**src/rtl/divrem_seq_if.sv**
```systemverilog
`default_nettype none
// ============================================================================
// Module      : divrem_seq_if
// Description : Request/response bundle between the M-extension dispatcher
//               (master) and the sequential divider (slave).
// Revision    : 1.0 - initial release
// ============================================================================
interface divrem_seq_if #(
  parameter int WIDTH = 32
);
  logic             ce_i;
  logic             flush_i;
  logic [WIDTH-1:0] rs1_i;
  logic [WIDTH-1:0] rs2_i;
  logic [WIDTH-1:0] quot_o;
  logic [WIDTH-1:0] rem_o;
  logic             ready_o;
  logic [1:0]       status_o;

  // Dispatcher side: issues operands and consumes results
  modport master (
    output ce_i, flush_i, rs1_i, rs2_i,
    input  quot_o, rem_o, ready_o, status_o
  );

  // Divider side
  modport slave (
    input  ce_i, flush_i, rs1_i, rs2_i,
    output quot_o, rem_o, ready_o, status_o
  );
endinterface
`default_nettype wire

```
**src/rtl/divrem_seq.sv**
```systemverilog
`default_nettype none
// ============================================================================
// Module      : divrem_seq
// Description : Multi-cycle unsigned restoring divider. One quotient bit per
//               clock; quotient and remainder are produced together.
//               Optional macro DIVREM_EARLY_OUT_EN: divide-by-zero and
//               dividend<divisor complete directly from capture.
// Revision    : 1.0 - initial release
// ============================================================================
module divrem_seq #(
  parameter int WIDTH = 32
) (
  input  wire logic  clk_i,
  input  wire logic  rst_n_i,
  divrem_seq_if.slave bus
);

  localparam int CNT_W = (WIDTH > 1) ? $clog2(WIDTH) : 1;
  localparam logic [CNT_W-1:0] c_cnt_init = CNT_W'(WIDTH - 1);

  // State codes double as the status_o encoding, so status comes straight
  // from the state register.
  typedef enum logic [1:0] {
    S_IDLE = 2'b11,
    S_BUSY = 2'b01,
    S_DONE = 2'b10
  } state_t;

  state_t           r_state;
  logic             r_ready;
  logic [WIDTH-1:0] r_quot;
  logic [WIDTH-1:0] r_rem_out;
  logic [CNT_W-1:0] r_cnt;
  // Partial remainder: it always stays below the divisor, so WIDTH bits hold
  // it; the extra sign bit only exists in the trial subtraction below.
  logic [WIDTH-1:0] r_r;
  logic [WIDTH-1:0] r_q;
  logic [WIDTH-1:0] r_d;

  logic [WIDTH:0]   w_shift;
  logic [WIDTH:0]   w_trial;
  logic             w_neg;
  logic [WIDTH-1:0] w_r_next;
  logic [WIDTH-1:0] w_q_next;

  // One restoring step: shift in the next dividend bit, try subtracting D
  always_comb begin
    w_shift  = {r_r, r_q[WIDTH-1]};
    w_trial  = w_shift - {1'b0, r_d};
    w_neg    = w_trial[WIDTH];
    w_r_next = w_neg ? w_shift[WIDTH-1:0] : w_trial[WIDTH-1:0];
    w_q_next = {r_q[WIDTH-2:0], ~w_neg};
  end

`ifdef DIVREM_EARLY_OUT_EN
  logic w_div_zero;
  logic w_early;

  // Operands whose result is known without iterating
  always_comb begin
    w_div_zero = (bus.rs2_i == '0);
    w_early    = w_div_zero || (bus.rs1_i < bus.rs2_i);
  end
`endif

  // Control FSM and datapath registers; all outputs are registered
  always_ff @(posedge clk_i or negedge rst_n_i) begin
    if (!rst_n_i) begin
      r_state   <= S_IDLE;
      r_ready   <= 1'b0;
      r_quot    <= '0;
      r_rem_out <= '0;
      r_cnt     <= '0;
      r_r       <= '0;
      r_q       <= '0;
      r_d       <= '0;
    end else if (bus.flush_i) begin
      // Abort: results keep their previous values
      r_state <= S_IDLE;
      r_ready <= 1'b0;
    end else begin
      r_ready <= 1'b0;
      case (r_state)
        S_IDLE: begin
          if (bus.ce_i) begin
            r_q   <= bus.rs1_i;
            r_d   <= bus.rs2_i;
            r_r   <= '0;
            r_cnt <= c_cnt_init;
`ifdef DIVREM_EARLY_OUT_EN
            if (w_early) begin
              r_state   <= S_DONE;
              r_ready   <= 1'b1;
              r_quot    <= w_div_zero ? '1 : '0;
              r_rem_out <= bus.rs1_i;
            end else begin
              r_state <= S_BUSY;
            end
`else
            r_state <= S_BUSY;
`endif
          end
        end
        S_BUSY: begin
          r_r   <= w_r_next;
          r_q   <= w_q_next;
          r_cnt <= r_cnt - 1'b1;
          if (r_cnt == '0) begin
            r_state   <= S_DONE;
            r_ready   <= 1'b1;
            r_quot    <= w_q_next;
            r_rem_out <= w_r_next;
          end
        end
        S_DONE: begin
          r_state <= S_IDLE;
        end
        default: begin
          r_state <= S_IDLE;
        end
      endcase
    end
  end

  assign bus.quot_o   = r_quot;
  assign bus.rem_o    = r_rem_out;
  assign bus.ready_o  = r_ready;
  assign bus.status_o = r_state;

endmodule
`default_nettype wire

```
**src/flat_wrapper.sv**
```systemverilog
// flat-port wrapper written by rule: the top's interface ports become plain ports
module divrem_seq_flat 
#(
  parameter int WIDTH = 32
)
  (clk_i, rst_n_i, bus_ce_i, bus_flush_i, bus_rs1_i, bus_rs2_i, bus_quot_o, bus_rem_o, bus_ready_o, bus_status_o);
  divrem_seq_if #(.WIDTH(WIDTH)) bus_i ();
  input  wire logic clk_i;
  input  wire logic rst_n_i;
  input wire logic [$bits(bus_i.ce_i)-1:0] bus_ce_i;
  input wire logic [$bits(bus_i.flush_i)-1:0] bus_flush_i;
  input wire logic [$bits(bus_i.rs1_i)-1:0] bus_rs1_i;
  input wire logic [$bits(bus_i.rs2_i)-1:0] bus_rs2_i;
  output wire logic [$bits(bus_i.quot_o)-1:0] bus_quot_o;
  output wire logic [$bits(bus_i.rem_o)-1:0] bus_rem_o;
  output wire logic [$bits(bus_i.ready_o)-1:0] bus_ready_o;
  output wire logic [$bits(bus_i.status_o)-1:0] bus_status_o;
  assign bus_i.ce_i = bus_ce_i;
  assign bus_i.flush_i = bus_flush_i;
  assign bus_i.rs1_i = bus_rs1_i;
  assign bus_i.rs2_i = bus_rs2_i;
  assign bus_quot_o = bus_i.quot_o;
  assign bus_rem_o = bus_i.rem_o;
  assign bus_ready_o = bus_i.ready_o;
  assign bus_status_o = bus_i.status_o;
  divrem_seq #(.WIDTH(WIDTH)) u_core (.clk_i(clk_i), .rst_n_i(rst_n_i), .bus(bus_i));
endmodule
```
**config.mk**
```make
export PLATFORM = sky130hd
export DESIGN_NAME = divrem_seq_flat
export DESIGN_NICKNAME = d
export VERILOG_FILES = /design/src/rtl/divrem_seq_if.sv /design/src/rtl/divrem_seq.sv /design/src/flat_wrapper.sv
export SDC_FILE = /design/constraint.sdc
export NUM_CORES = 1
export LEC_CHECK = 0
export ABC_CLOCK_PERIOD_IN_PS = 3510
export CORE_UTILIZATION = 30
export DETAILED_ROUTE_END_ITERATION = 6
export PLACE_DENSITY_LB_ADDON = 0.12
export SYNTH_ARGS = -nofsm -noshare
export SYNTH_HDL_FRONTEND = slang
export SYNTH_SLANG_ARGS = --single-unit
export TNS_END_PERCENT = 50
```
**constraint.sdc**
```tcl
create_clock -name clk_i -period 3.51 [get_ports clk_i]
set_input_delay 0.5265 -clock clk_i [delete_from_list [all_inputs] [get_ports clk_i]]
set_output_delay 0.5265 -clock clk_i [all_outputs]
set_load 0.01 [all_outputs]
```
==> results by group, run 1 <==
Worst setup path
  • Crit Path Class: reg2reg
  • Critical path's top delay family: compound AO/OA/AOI/OAI gates
  • Category of the worst setup path capture point: register
  • CP Launch Type: register
  • Worst endpoint required time: approximately 3.9 ns
  • Crit path DAT: 3.66 ns
  • Series of cell instances along the critical path: ha_1, fa_2, nor2b_2, o31ai_1, a32o_2, o31ai_4, a31oi_2, o21ai_2, xor2_4, buf_4, buf_12, mux2_2, o21ai_0
  • Critical path buffer and inverter count: 2
  • Maximum fanout count along the critical path: 7
  • Worst path max stage delay: approximately 0.38 ns
  • Crit path max-delay cell type: sky130_fd_sc_hd__dfrtp_1

Power and ir drop
  • Reported leakage power: slightly below 5 nW
  • IR drop worst, VDD: roughly 0.29 mV
  • Power per Cell Area: 448 mW/mm²

Detailed routing
  • Remaining antenna violation count: 0
  • Wire length after detailed routing: 22700 µm
  • DRC violation count after routing: 0
  • First-iteration detailed-routing DRC count: about 470
  • Per-cell via count in the routed design: ~4.7
  • Detailed-route wire length per cell: approximately 16 µm
  • Routed via count: 6741
  • Drt first pass iters: 7

Layout
  • Fin util: 0.396
  • Leading cell type in the layout, fill and taps excluded: sky130_fd_sc_hd__nand2_1
  • Top library cells by usage in the layout, fill and taps aside: 239 x sky130_fd_sc_hd__nand2_1, 166 x sky130_fd_sc_hd__dfrtp_1, 133 x sky130_fd_sc_hd__clkdlybuf4s50_1, 77 x sky130_fd_sc_hd__o21ai_0, 56 x sky130_fd_sc_hd__o21ai_1
  • # diodes: 0
  • Syn-to-layout area delta: 29.1%
  • Share of layout cells above drive strength 1: 0.0686
  • Non-filler cells, final: 1442
  • NumNets Final: 1154
  • Post-route standard cell area excluding fillers: 0.0110 mm²

Yosys
  • Top area cells in the synthesized netlist: sky130_fd_sc_hd__dfrtp_1 49%, sky130_fd_sc_hd__nand2_1 11%, sky130_fd_sc_hd__mux2i_1 5.5%, sky130_fd_sc_hd__ha_1 5.0%, sky130_fd_sc_hd__o21ai_0 4.6%
  • Dominant register cell in the synthesized netlist: sky130_fd_sc_hd__dfrtp_1
  • Synth Instances: slightly above 900
  • Adder and majority gate portion of the synthesized area: 0.0522
  • Synth warnings: 0
  • Combined area of all synthesized cells: around 0.0085 mm²
  • Library cell occupying the most area in the post-synthesis netlist: sky130_fd_sc_hd__dfrtp_1
  • Average footprint of a synthesized cell: between 9 and 10 µm²
  • Number of distinct library cells after synthesis: between 50 and 60
  • Async set or reset register ratio after synthesis: 1.00
  • Post-synthesis mux area share: 0.0604
  • Post-Synth XOR/XNOR Area: 0.0360
  • Count of flip-flops with a built-in enable after synthesis: 0
  • Yosys top cell area share: 0.487
  • Synthesized flop and latch total: ~170
  • Net count after synthesis: just over 1000
  • Share of synthesized area occupied by flip-flops and latches: 0.493
  • Simple logic cell fraction of the synthesized area: 0.144
  • Post-synthesis compound-gate area fraction: 0.165
  • Dominant combinational cell family by area after synthesis: compound AO/OA/AOI/OAI gates

STA
  • Skew final: just under 0.02 ns
  • Total negative slack: 0 ns
  • Number of failing hold endpoints at the final stage: 0
  • Highest clock frequency the design can meet: about 300 MHz
  • Final Cycle Share: 0.944
  • Tightest Pin Transition: between 0.9 and 1 ns
  • Max_slew headroom: 0.350
  • Final slew viol count: 0
  • Final setup fails: 0
  • Final critical delay including setup and external delays: 3.31 ns
  • Worst-case hold slack: ~0.14 ns
  • Setup repair after global routing missed its margin: false

Floorplanning
  • Std cell rows: just over 60
  • Initial Util: 0.306
  • Horizontal die dimension: about 170 µm
  • I/O pin count: roughly 140
  • Die Outline Area: between 0.02 and 0.03 mm²
  • DIE HEIGHT: 171 µm
  • Area of the core: around 0.028 mm²

Clocking
  • Clock transition time at the flip-flop clock pins of the worst setup and hold paths: approximately 0.08 ns
  • Clk_lat worst skew: between 0.4 and 0.5 ns
  • CTS Hold Bufs: 0
  • Clk sink count: 168
  • Clock root buffer: sky130_fd_sc_hd__clkbuf_16
  • TritonCTS clock tree: built
  • Clock buffer count from CTS: 17
  • H-tree depth reported by CTS: 4
  • Maximum count of clock buffers along a single path: 2

GRT
  • GRT Resource Usage Total: 0.161
  • Wire length of the first global-routing pass: around 36000 µm
  • Number of global-route vias before repair: roughly 6700
  • Overflow left after global routing: 0
  • Antenna violations before repair: 0
  • Largest net degree at the start of global routing: between 90 and 100

Run status
  • Status: complete, no violations

Placement
  • Instance count after placement with tap cells included: approximately 1400
  • Post-detailed-placement half-perimeter wirelength: 15200 µm
  • Routability congestion estimate from global placement: roughly 0.80
  • Port bufs: roughly 130
  • Post-place instance area: 0.0103 mm²

Min path
  • Kind of path behind the tightest hold check: in2async

Job
  • Number of max-cap violations: 0
-- per-stage QoR --
stage	worst slack (ns)	power [W]
floorplan	0.330	0.00272
global placement	0.242	0.00302
detailed placement	0.135	0.00302
CTS	0.0913	0.00500
global route	0.0412	0.00520
finish	0.198	0.00493
-- power by group --
part	internal (W)	switching (W)	total, W
logic	0.000344	0.000475	0.000819
clock network	0.000974	0.000969	0.00194
registers	0.00208	0.0000888	0.00217
-- cell families after synthesis --
| kind of cell | Yosys count |
|---|---|
| flip-flops | 168 |
| AND/OR/NAND/NOR | 302 |
| AO/OA/AOI/OAI | 234 |
| buffers and inverters | 107 |
| multiplexers | 51 |
| XOR/XNOR | 33 |
| adder cells (fa/ha/maj) | 35 |
-- registers in the layout, indices dropped and copies added, names as in the netlist --
name,cells
u_core.bus.status_o,2
u_core.r_r,32
u_core.r_cnt,5
u_core.r_d,32
u_core.bus.ready_o,1
u_core.r_q,32
u_core.bus.quot_o,32
u_core.bus.rem_o,32
-- worst register-to-register path, cell delays in order (launching register included) --
cell and delay (ns):
sky130_fd_sc_hd__dfrtp_1 0.38, sky130_fd_sc_hd__ha_1 0.23, sky130_fd_sc_hd__fa_2 0.37, sky130_fd_sc_hd__nor2b_2 0.14
sky130_fd_sc_hd__o31ai_1 0.09, sky130_fd_sc_hd__a32o_2 0.31, sky130_fd_sc_hd__o31ai_4 0.33, sky130_fd_sc_hd__a31oi_2 0.16
sky130_fd_sc_hd__o21ai_2 0.25, sky130_fd_sc_hd__xor2_4 0.17, sky130_fd_sc_hd__buf_4 0.15, sky130_fd_sc_hd__buf_12 0.14
sky130_fd_sc_hd__mux2_2 0.35, sky130_fd_sc_hd__o21ai_0 0.17
-- area by class of cell --
type                    instances  area (µm²)
clock buffers                  17         425
clock inverters                15         203
fillers                      2793       16800
inverters                      56         210
multi-input cells             655        3930
flip-flops and latches        168        4210
well taps                     378         473
repair buffers                153        1570
-- final timing paths --
kind | cells after the start | slack (ns) | end | startpoint
setup / recovery | 13 | 0.20 | u_core.bus.rem_o[1] | u_core.r_d[0]
hold / removal | 1 | 0.14 | u_core.bus.rem_o[16] | rst_n_i
setup reg to reg | 13 | 0.20 | u_core.bus.rem_o[1] | u_core.r_d[0]
hold reg to reg | 2 | 0.48 | u_core.bus.quot_o[14] | u_core.bus.quot_o[14]
max in group asynchronous | 2 | 2.59 | u_core.r_r[29] | rst_n_i
min in group clk_i | 2 | 0.48 | u_core.bus.quot_o[14] | u_core.bus.quot_o[14]
-- what timing repair did --
| item | in CTS | in global routing |
|---|---|---|
| setup buffers | 0 | 3 |
| resized for setup | 0 | 4 |
| endpoints found under the setup margin | 0 | 5 |
-- cells in the mapped netlist, types with 3 or more instances --
cell,instances
sky130_fd_sc_hd__o21ai_0,78
sky130_fd_sc_hd__and2_1,3
sky130_fd_sc_hd__buf_6,3
sky130_fd_sc_hd__mux2i_1,47
sky130_fd_sc_hd__inv_1,55
sky130_fd_sc_hd__o21a_1,5
sky130_fd_sc_hd__a21o_1,5
sky130_fd_sc_hd__a211oi_1,4
sky130_fd_sc_hd__and3_1,5
sky130_fd_sc_hd__nor2b_1,5
sky130_fd_sc_hd__a21oi_1,37
sky130_fd_sc_hd__xnor2_1,20
sky130_fd_sc_hd__mux2_2,4
sky130_fd_sc_hd__nand2_1,239
sky130_fd_sc_hd__nand2b_1,4
sky130_fd_sc_hd__nor3_1,6
sky130_fd_sc_hd__xor2_1,12
sky130_fd_sc_hd__nor2_1,21
sky130_fd_sc_hd__buf_1,6
sky130_fd_sc_hd__o31ai_1,6
sky130_fd_sc_hd__dfrtp_1,166
sky130_fd_sc_hd__nand3_1,3
sky130_fd_sc_hd__nand4_1,10
sky130_fd_sc_hd__o21ai_1,56
sky130_fd_sc_hd__ha_1,34
sky130_fd_sc_hd__clkbuf_1,42
sky130_fd_sc_hd__o21bai_1,4
sky130_fd_sc_hd__a222oi_1,15
-- layer usage --
metal	wire length (µm)	track usage	vias to the layer above
met1	11100	0.218	3191
met4	184	0.0388	0
li1	-	-	3415
met3	989	0.0368	14
met5	0	0	-
met2	10500	0.258	121
No activity file was read; power rests on OpenSTA's default activity.
==> run 2, diff against run 1 <==
--- a/config.mk
+++ b/config.mk
@@ -6,7 +6,7 @@
 export NUM_CORES = 1
 export LEC_CHECK = 0
 export ABC_CLOCK_PERIOD_IN_PS = 3510
-export CORE_UTILIZATION = 30
+export CORE_UTILIZATION = 54
 export DETAILED_ROUTE_END_ITERATION = 6
 export PLACE_DENSITY_LB_ADDON = 0.12
 export SYNTH_ARGS = -nofsm -noshare
==> run 2 against run 1 <==
The flow now finishes with violations (design-rule violations). Critical path depth unchanged. Non-clock buffer count up 5. Sequential power about the same. Die area down 44%. Routed wire length down 11%. First-iteration DRC count up 35%. Clock power about the same. Clock skew down 0.011 ns. Critical endpoint unchanged. Largest power group unchanged.
==> results by group, run 2 (same netlist as run 1, synthesis figures left out) <==
Run status
  • Status: complete, but fails checks (was complete, no violations)
  • Violations in the final reports: design-rule violations

Detailed routing
  • First-iteration detailed-routing DRC count: 626 (was 465)
  • Detailed-route wire length per cell: 15.9 µm (was 15.8 µm)
  • Per-cell via count in the routed design: 5.47 (was 4.67)
  • Wire length after detailed routing: 20300 µm (was 22700 µm)
  • Routed via count: 7003 (was 6741)
  • Drt first pass iters: 7 (unchanged)
  • DRC violation count after routing: 1 (was 0)
  • Remaining antenna violation count: 0 (unchanged)

STA
  • Final critical delay including setup and external delays: 3.38 ns (was 3.31 ns)
  • Number of failing hold endpoints at the final stage: 0 (unchanged)
  • Final Cycle Share: 0.962 (was 0.944)
  • Final setup fails: 0 (unchanged)
  • Tightest Pin Transition: 0.993 ns (was 0.974 ns)
  • Setup repair after global routing missed its margin: false (unchanged)
  • Highest clock frequency the design can meet: 296 MHz (was 302 MHz)
  • Final slew viol count: 0 (unchanged)
  • Skew final: 0.00895 ns (was 0.0198 ns)
  • Max_slew headroom: 0.338 (was 0.350)
  • Fin worst setup slack: 0.133 ns (was 0.198 ns)
  • Total negative slack: 0 ns (unchanged)

Job
  • Number of max-cap violations: 0 (unchanged)

GRT
  • GRT Resource Usage Total: 0.262 (was 0.161)
  • Number of global-route vias before repair: 6842 (was 6748)
  • Overflow left after global routing: 0 (unchanged)
  • Largest net degree at the start of global routing: 94 (unchanged)
  • Antenna violations before repair: 0 (unchanged)
  • Wire length of the first global-routing pass: 33700 µm (was 36400 µm)

Placement
  • Worst setup timing slack at the placement stage: -0.00566 ns (was 0.135 ns)
  • Routability congestion estimate from global placement: 0.896 (was 0.802)
  • Port bufs: 134 (unchanged)
  • Post-detailed-placement half-perimeter wirelength: 13900 µm (was 15200 µm)
  • Post-place instance area: 0.0101 mm² (was 0.0103 mm²)

Layout
  • # diodes: 0 (unchanged)
  • Area occupied by multi-input gates: 0.00395 mm² (was 0.00393 mm²)
  • NumNets Final: 1159 (was 1154)
  • Fill count: 1213 (was 2793)
  • Share of layout cells above drive strength 1: 0.0730 (was 0.0686)
  • Syn-to-layout area delta: 26.9% (was 29.1%)
  • Top library cells by usage in the layout, fill and taps aside: 239 x sky130_fd_sc_hd__nand2_1, 166 x sky130_fd_sc_hd__dfrtp_1, 133 x sky130_fd_sc_hd__clkdlybuf4s50_1, 77 x sky130_fd_sc_hd__o21ai_0, 56 x sky130_fd_sc_hd__o21ai_1 (unchanged)
  • Leading cell type in the layout, fill and taps excluded: sky130_fd_sc_hd__nand2_1 (unchanged)
  • Post-route standard cell area excluding fillers: 0.0108 mm² (was 0.0110 mm²)
  • Fin util: 0.707 (was 0.396)
  • Sequential cell area: 0.00421 mm² (unchanged)

Clocking
  • Clock root buffer: sky130_fd_sc_hd__clkbuf_16 (unchanged)
  • Clk_lat worst skew: 0.43 ns (was 0.44 ns)
  • Clock transition time at the flip-flop clock pins of the worst setup and hold paths: 0.07 ns (was 0.08 ns)
  • H-tree depth reported by CTS: 4 (unchanged)
  • TritonCTS clock tree: built (unchanged)
  • Clk sink count: 168 (unchanged)
  • Clock buffer count from CTS: 17 (unchanged)
  • CTS Hold Bufs: 0 (unchanged)
  • Maximum count of clock buffers along a single path: 2 (unchanged)

Min path
  • Kind of path behind the tightest hold check: in2async (unchanged)

Floorplanning
  • Horizontal die dimension: 128 µm (was 171 µm)
  • I/O pin count: 135 (unchanged)
  • Area of the core: 0.0153 mm² (was 0.0279 mm²)
  • Die Outline Area: 0.0163 mm² (was 0.0291 mm²)
  • Initial Util: 0.558 (was 0.306)
  • DIE HEIGHT: 128 µm (was 171 µm)
  • Std cell rows: 45 (was 61)

Worst setup path
  • Crit Path Class: reg2reg (unchanged)
  • Category of the worst setup path capture point: register (unchanged)
  • Crit path DAT: 3.72 ns (was 3.66 ns)
  • Maximum fanout count along the critical path: 9 (was 7)
  • CP Launch Type: register (unchanged)
  • Worst endpoint required time: 3.85 ns (about the same)
  • Worst r2r path cells: 13 (unchanged)

Power and ir drop
  • Power per Cell Area: 454 mW/mm² (was 448 mW/mm²)
  • IR drop worst, VDD: 0.354 mV (was 0.292 mV)
  • Reported leakage power: 4.91 nW (was 4.89 nW)
[run 2: cell count changes in the layout (fill, tap and decap cells not counted), moves of 2 or more]
cell,change
sky130_fd_sc_hd__clkinv_2,+3
sky130_fd_sc_hd__clkinv_8,-9
sky130_fd_sc_hd__clkinvlp_4,+2
sky130_fd_sc_hd__bufinv_16,+3
sky130_fd_sc_hd__buf_4,+7
sky130_fd_sc_hd__inv_8,-2
[run 2: cell type report]
class                      instances  share of cell area
clock inverter                    14              0.0158
clock buffer                      18              0.0405
timing repair buffer             158               0.147
multi-input combinational        655               0.364
sequential                       168               0.388
inverter                          56              0.0194
tap                              211              0.0244
[run 2: timing repair]
item,4_1_cts,5_1_grt
setup buffers,0,5
pin swaps,0,3
gates cloned,0,2
endpoints found under the setup margin,6,62
gates resized for setup,1,7
[run 2: critical path: stages, from the launching register on]
cell and delay (ns):
sky130_fd_sc_hd__dfrtp_1 0.39, sky130_fd_sc_hd__ha_1 0.24, sky130_fd_sc_hd__fa_2 0.37, sky130_fd_sc_hd__nor2b_2 0.14, sky130_fd_sc_hd__o31ai_1 0.13, sky130_fd_sc_hd__a32o_2 0.34
sky130_fd_sc_hd__o31ai_4 0.32, sky130_fd_sc_hd__a31oi_4 0.17, sky130_fd_sc_hd__o21ai_4 0.23, sky130_fd_sc_hd__xor2_4 0.20, sky130_fd_sc_hd__buf_4 0.15, sky130_fd_sc_hd__buf_12 0.14
sky130_fd_sc_hd__mux2_2 0.35, sky130_fd_sc_hd__o21ai_0 0.14
[run 2: worst paths after layout]
check / slack [ns] / startpoint / endpoint
worst max-delay path: 0.13 / u_core.r_d[0] / u_core.bus.rem_o[1]
worst min-delay path: 0.12 / rst_n_i / u_core.r_d[16]
worst max register to register: 0.13 / u_core.r_d[0] / u_core.bus.rem_o[1]
worst min register to register: 0.48 / u_core.bus.quot_o[25] / u_core.bus.quot_o[25]
max in group asynchronous: 2.49 / rst_n_i / u_core.bus.status_o[0]
min in group clk_i: 0.48 / u_core.bus.quot_o[25] / u_core.bus.quot_o[25]
[run 2: routing by layer]
layer / vias up / global-route usage / part of all wire
met1: 3381 / 0.354 / 0.46
met2: 163 / 0.428 / 0.48
met4: 0 / 0.0692 / 0.014
met5: - / 0 / 0
met3: 25 / 0.0563 / 0.049
li1: 3434 / - / -
[run 2: where the power goes]
part | switching, W | total, W | internal, W | leakage, nW
combinational | 0.000466 | 0.000810 | 0.000343 | 2.40
sequential | 0.0000926 | 0.00218 | 0.00209 | 2.22
clock | 0.000791 | 0.00193 | 0.00114 | 0.293
[run 2: metrics by stage]
step | std cells | hold WS [ns] | total power, W
after CTS | 1273 | 0.146 | 0.00494
after global placement | 1241 | 0.457 | 0.00299
after detailed placement | 1241 | 0.461 | 0.00301
final | 1280 | 0.118 | 0.00492
after global routing | 1280 | 0.164 | 0.00515
after floorplan | 930 | 0.231 | 0.00272
==> run 3, diff against run 2 <==
--- a/config.mk
+++ b/config.mk
@@ -6,6 +6,7 @@
 export NUM_CORES = 1
 export LEC_CHECK = 0
 export ABC_CLOCK_PERIOD_IN_PS = 3510
+export CORE_ASPECT_RATIO = 0.6
 export CORE_UTILIZATION = 54
 export DETAILED_ROUTE_END_ITERATION = 6
 export PLACE_DENSITY_LB_ADDON = 0.12
==> run 3 against run 2 <==
The run now ends clean. Die area barely moved. Critical path depth unchanged. Register-to-register slack barely moved. Power fell by 0.94%. Clock-buffer cell count unchanged. First-iteration DRC count grew 4.8%. Cell count is 0.94% lower. Combinational power is 2.5% higher. Worst hold slack got worse by 0.031 ns. Global-route usage grew 0.69 points. Critical path type unchanged. Critical endpoint is now u_core.bus.rem_o[30].
==> results by group, run 3 (same netlist as run 1, synthesis figures left out) <==
Worst setup path
  • Worst r2r path cells: 13 (unchanged)
  • Reg2Reg Launch Point: u_core.r_q[31] (was u_core.r_d[0])
  • CP Launch Type: register (unchanged)
  • Worst endpoint required time: 3.82 ns (was 3.85 ns)
  • Crit path max-delay cell type: sky130_fd_sc_hd__fa_2 (was sky130_fd_sc_hd__dfrtp_1)
  • Worst path max stage delay: 0.36 ns (was 0.39 ns)
  • Maximum fanout count along the critical path: 4 (was 9)
  • Crit Path Class: reg2reg (unchanged)
  • Most frequent cell on the critical path: sky130_fd_sc_hd__mux2_2
  • Critical path's top delay family: compound AO/OA/AOI/OAI gates (unchanged)
  • Critical path buffer and inverter count: 2 (unchanged)
  • Series of cell instances along the critical path: inv_1, ha_1, fa_2, nor2b_1, o31ai_1, a32o_2, o31ai_4, a31oi_4, o21ai_4, xor2_4, buf_4, mux2_2, mux2_2 (was ha_1, fa_2, nor2b_2, o31ai_1, a32o_2, o31ai_4, a31oi_4, o21ai_4, xor2_4, buf_4, buf_12, mux2_2, o21ai_0)
  • Crit path DAT: 3.68 ns (was 3.72 ns)
  • Worst reg2reg setup slack: 0.14 ns (was 0.13 ns)
  • Reg-to-reg endpoint: u_core.bus.rem_o[30] (was u_core.bus.rem_o[1])
  • Category of the worst setup path capture point: register (unchanged)

STA
  • Final slew viol count: 0 (unchanged)
  • Skew final: 0.0132 ns (was 0.00895 ns)
  • Final setup fails: 0 (unchanged)
  • Highest clock frequency the design can meet: 296 MHz (about the same)
  • Final Cycle Share: 0.961 (was 0.962)
  • Final critical delay including setup and external delays: 3.37 ns (was 3.38 ns)
  • Tightest Pin Transition: 0.971 ns (was 0.993 ns)
  • Max_slew headroom: 0.353 (was 0.338)
  • Number of failing hold endpoints at the final stage: 0 (unchanged)

Floorplanning
  • Initial Util: 0.554 (was 0.558)
  • Area of the core: 0.0154 mm² (was 0.0153 mm²)
  • I/O pin count: 135 (unchanged)
  • Die Outline Area: 0.0163 mm² (about the same)
  • Horizontal die dimension: 164 µm (was 128 µm)
  • Std cell rows: 35 (was 45)
  • DIE HEIGHT: 99.4 µm (was 128 µm)

GRT
  • Gr busiest metal: met1 (was met2)
  • GRT Resource Usage Total: 0.269 (was 0.262)
  • Overflow left after global routing: 0 (unchanged)
  • Largest net degree at the start of global routing: 94 (unchanged)
  • Global routing met3 resource utilization: 0.0488 (was 0.0563)
  • Met1 usage in global routing: 0.428 (was 0.354)
  • Met2 capacity usage during global routing: 0.374 (was 0.428)
  • Antenna violations before repair: 0 (unchanged)
  • Wire length of the first global-routing pass: 34600 µm (was 33700 µm)
  • Number of global-route vias before repair: 6685 (was 6842)

Layout
  • Post-route standard cell area excluding fillers: 0.0108 mm² (about the same)
  • Non-filler cells, final: 1268 (was 1280)
  • NumNets Final: 1155 (was 1159)
  • Share of layout cells above drive strength 1: 0.0714 (was 0.0730)
  • Leading cell type in the layout, fill and taps excluded: sky130_fd_sc_hd__nand2_1 (unchanged)
  • Syn-to-layout area delta: 26.2% (was 26.9%)
  • Fill count: 1220 (was 1213)
  • # diodes: 0 (unchanged)
  • Top library cells by usage in the layout, fill and taps aside: 239 x sky130_fd_sc_hd__nand2_1, 166 x sky130_fd_sc_hd__dfrtp_1, 133 x sky130_fd_sc_hd__clkdlybuf4s50_1, 76 x sky130_fd_sc_hd__o21ai_0, 57 x sky130_fd_sc_hd__o21ai_1 (was 239 x sky130_fd_sc_hd__nand2_1, 166 x sky130_fd_sc_hd__dfrtp_1, 133 x sky130_fd_sc_hd__clkdlybuf4s50_1, 77 x sky130_fd_sc_hd__o21ai_0, 56 x sky130_fd_sc_hd__o21ai_1)

Power and ir drop
  • Int Power: 0.00340 W (was 0.00357 W)
  • Combinational cell fraction of total power: 0.170 (was 0.165)
  • Switch Pwr: 0.00147 W (was 0.00135 W)
  • Part of the total power dissipated in the clock network: 0.383 (was 0.393)
  • Reported leakage power: 4.88 nW (was 4.91 nW)
  • Proportion of total power due to net switching: 0.302 (was 0.274)
  • IR drop worst, VDD: 0.327 mV (was 0.354 mV)
  • Sequential share of power: 0.447 (was 0.443)
  • Power per Cell Area: 452 mW/mm² (was 454 mW/mm²)

Detailed routing
  • Detailed-route wire length per cell: 16.5 µm (was 15.9 µm)
  • Drt first pass iters: 6 (was 7)
  • Wire length after detailed routing: 20900 µm (was 20300 µm)
  • DRC violation count after routing: 0 (was 1)
  • Per-cell via count in the routed design: 5.54 (was 5.47)
  • Routed via count: 7024 (was 7003)
  • Remaining antenna violation count: 0 (unchanged)
  • First-iteration detailed-routing DRC count: 656 (was 626)

Clocking
  • Clk sink count: 168 (unchanged)
  • H-tree depth reported by CTS: 4 (unchanged)
  • Clock transition time at the flip-flop clock pins of the worst setup and hold paths: 0.07 ns (about the same)
  • Clock buffer count from CTS: 17 (unchanged)
  • Maximum count of clock buffers along a single path: 2 (unchanged)
  • Clk_lat worst skew: 0.43 ns (about the same)
  • Clock root buffer: sky130_fd_sc_hd__clkbuf_16 (unchanged)
  • CTS Hold Bufs: 0 (unchanged)
  • TritonCTS clock tree: built (unchanged)

Placement
  • Routability congestion estimate from global placement: 0.915 (was 0.896)
  • Post-detailed-placement half-perimeter wirelength: 14100 µm (was 13900 µm)
  • Port bufs: 134 (unchanged)
  • Instance count after placement with tap cells included: 1232 (was 1241)
  • Post-place instance area: 0.0101 mm² (about the same)

Min path
  • Kind of path behind the tightest hold check: in2async (unchanged)

Run status
  • Status: complete, no violations (was complete, but fails checks)

Job
  • Number of max-cap violations: 0 (unchanged)
==> run 3: cell count changes in the layout (fill, tap and decap cells not counted), moves of 2 or more <==
cell / delta
sky130_fd_sc_hd__inv_8: +4
sky130_fd_sc_hd__buf_6: +2
sky130_fd_sc_hd__clkinv_2: -2
sky130_fd_sc_hd__clkbuf_16: -2
sky130_fd_sc_hd__clkinv_8: +3
sky130_fd_sc_hd__buf_4: -5
sky130_fd_sc_hd__mux2i_2: +2
sky130_fd_sc_hd__mux2i_1: -3
sky130_fd_sc_hd__bufinv_16: -3
sky130_fd_sc_hd__clkinvlp_4: -3
==> run 3: metal layers <==
layer / share of wire / vias up
met4: 0.0081 / 0
met3: 0.068 / 15
met1: 0.51 / 3347
li1: - / 3423
met5: 0 / -
met2: 0.42 / 239
==> run 3: cell type report <==
cell class	instances	area (µm²)	share of cell area
timing repair buffer	154	1550	0.144
inverter	56	210	0.0195
clock buffer	18	439	0.0408
sequential	168	4210	0.390
clock inverter	14	151	0.0140
tap	203	254	0.0236
multi-input combinational	655	3970	0.368
==> run 3: worst max path at each step <==
stage,slack (ns),endpoint,startpoint,cells past startpoint
floorplan,0.33,u_core.bus.rem_o[30],u_core.r_d[0],11
global placement,0.23,u_core.bus.rem_o[1],u_core.r_d[0],12
detailed placement,0.1,u_core.r_r[1],u_core.r_d[0],12
CTS,0.02,u_core.bus.rem_o[1],u_core.r_d[0],12
global route,-0.01,u_core.bus.rem_o[8],u_core.r_q[31],14
finish,0.14,u_core.bus.rem_o[30],u_core.r_q[31],13
==> run 3: what timing repair did <==
item	in CTS	in global routing
buffers inserted	0	4
resized for setup	1	14
pin swaps	0	3
endpoints found under the setup margin	1	17
==> run 3: worst register-to-register path, stage by stage (launching register included) <==
cell and delay [ns]:
sky130_fd_sc_hd__dfrtp_1 0.35, sky130_fd_sc_hd__inv_1 0.06, sky130_fd_sc_hd__ha_1 0.20, sky130_fd_sc_hd__fa_2 0.36
sky130_fd_sc_hd__nor2b_1 0.16, sky130_fd_sc_hd__o31ai_1 0.11, sky130_fd_sc_hd__a32o_2 0.32, sky130_fd_sc_hd__o31ai_4 0.35
sky130_fd_sc_hd__a31oi_4 0.15, sky130_fd_sc_hd__o21ai_4 0.22, sky130_fd_sc_hd__xor2_4 0.24, sky130_fd_sc_hd__buf_4 0.15
sky130_fd_sc_hd__mux2_2 0.33, sky130_fd_sc_hd__mux2_2 0.26
==> run 3: power by group through the flow <==
| stage | clock [W] | sequential, W | combinational [W] |
|---|---|---|---|
| 6_report | 0.00187 | 0.00218 | 0.000830 |
| 3_5_place_dp | 0 | 0.00221 | 0.000804 |
| 5_1_grt | 0.00198 | 0.00220 | 0.000933 |
| 3_3_place_gp | 0 | 0.00221 | 0.000796 |
| 4_1_cts | 0.00189 | 0.00218 | 0.000818 |
| 2_1_floorplan | 0 | 0.00219 | 0.000536 |
==> run 3: stage by stage <==
stage / power (W) / utilization / setup slack (ns) / hold slack [ns] / setup TNS, ns
after floorplan: 0.00272 / - / 0.330 / 0.231 / 0
after CTS: 0.00488 / 0.694 / 0.0204 / 0.109 / 0
after detailed placement: 0.00302 / 0.655 / 0.0957 / 0.461 / 0
after global placement: 0.00300 / 0.655 / 0.228 / 0.458 / 0
final: 0.00487 / 0.699 / 0.136 / 0.0867 / 0
after global routing: 0.00511 / 0.699 / -0.0111 / 0.144 / -0.0293
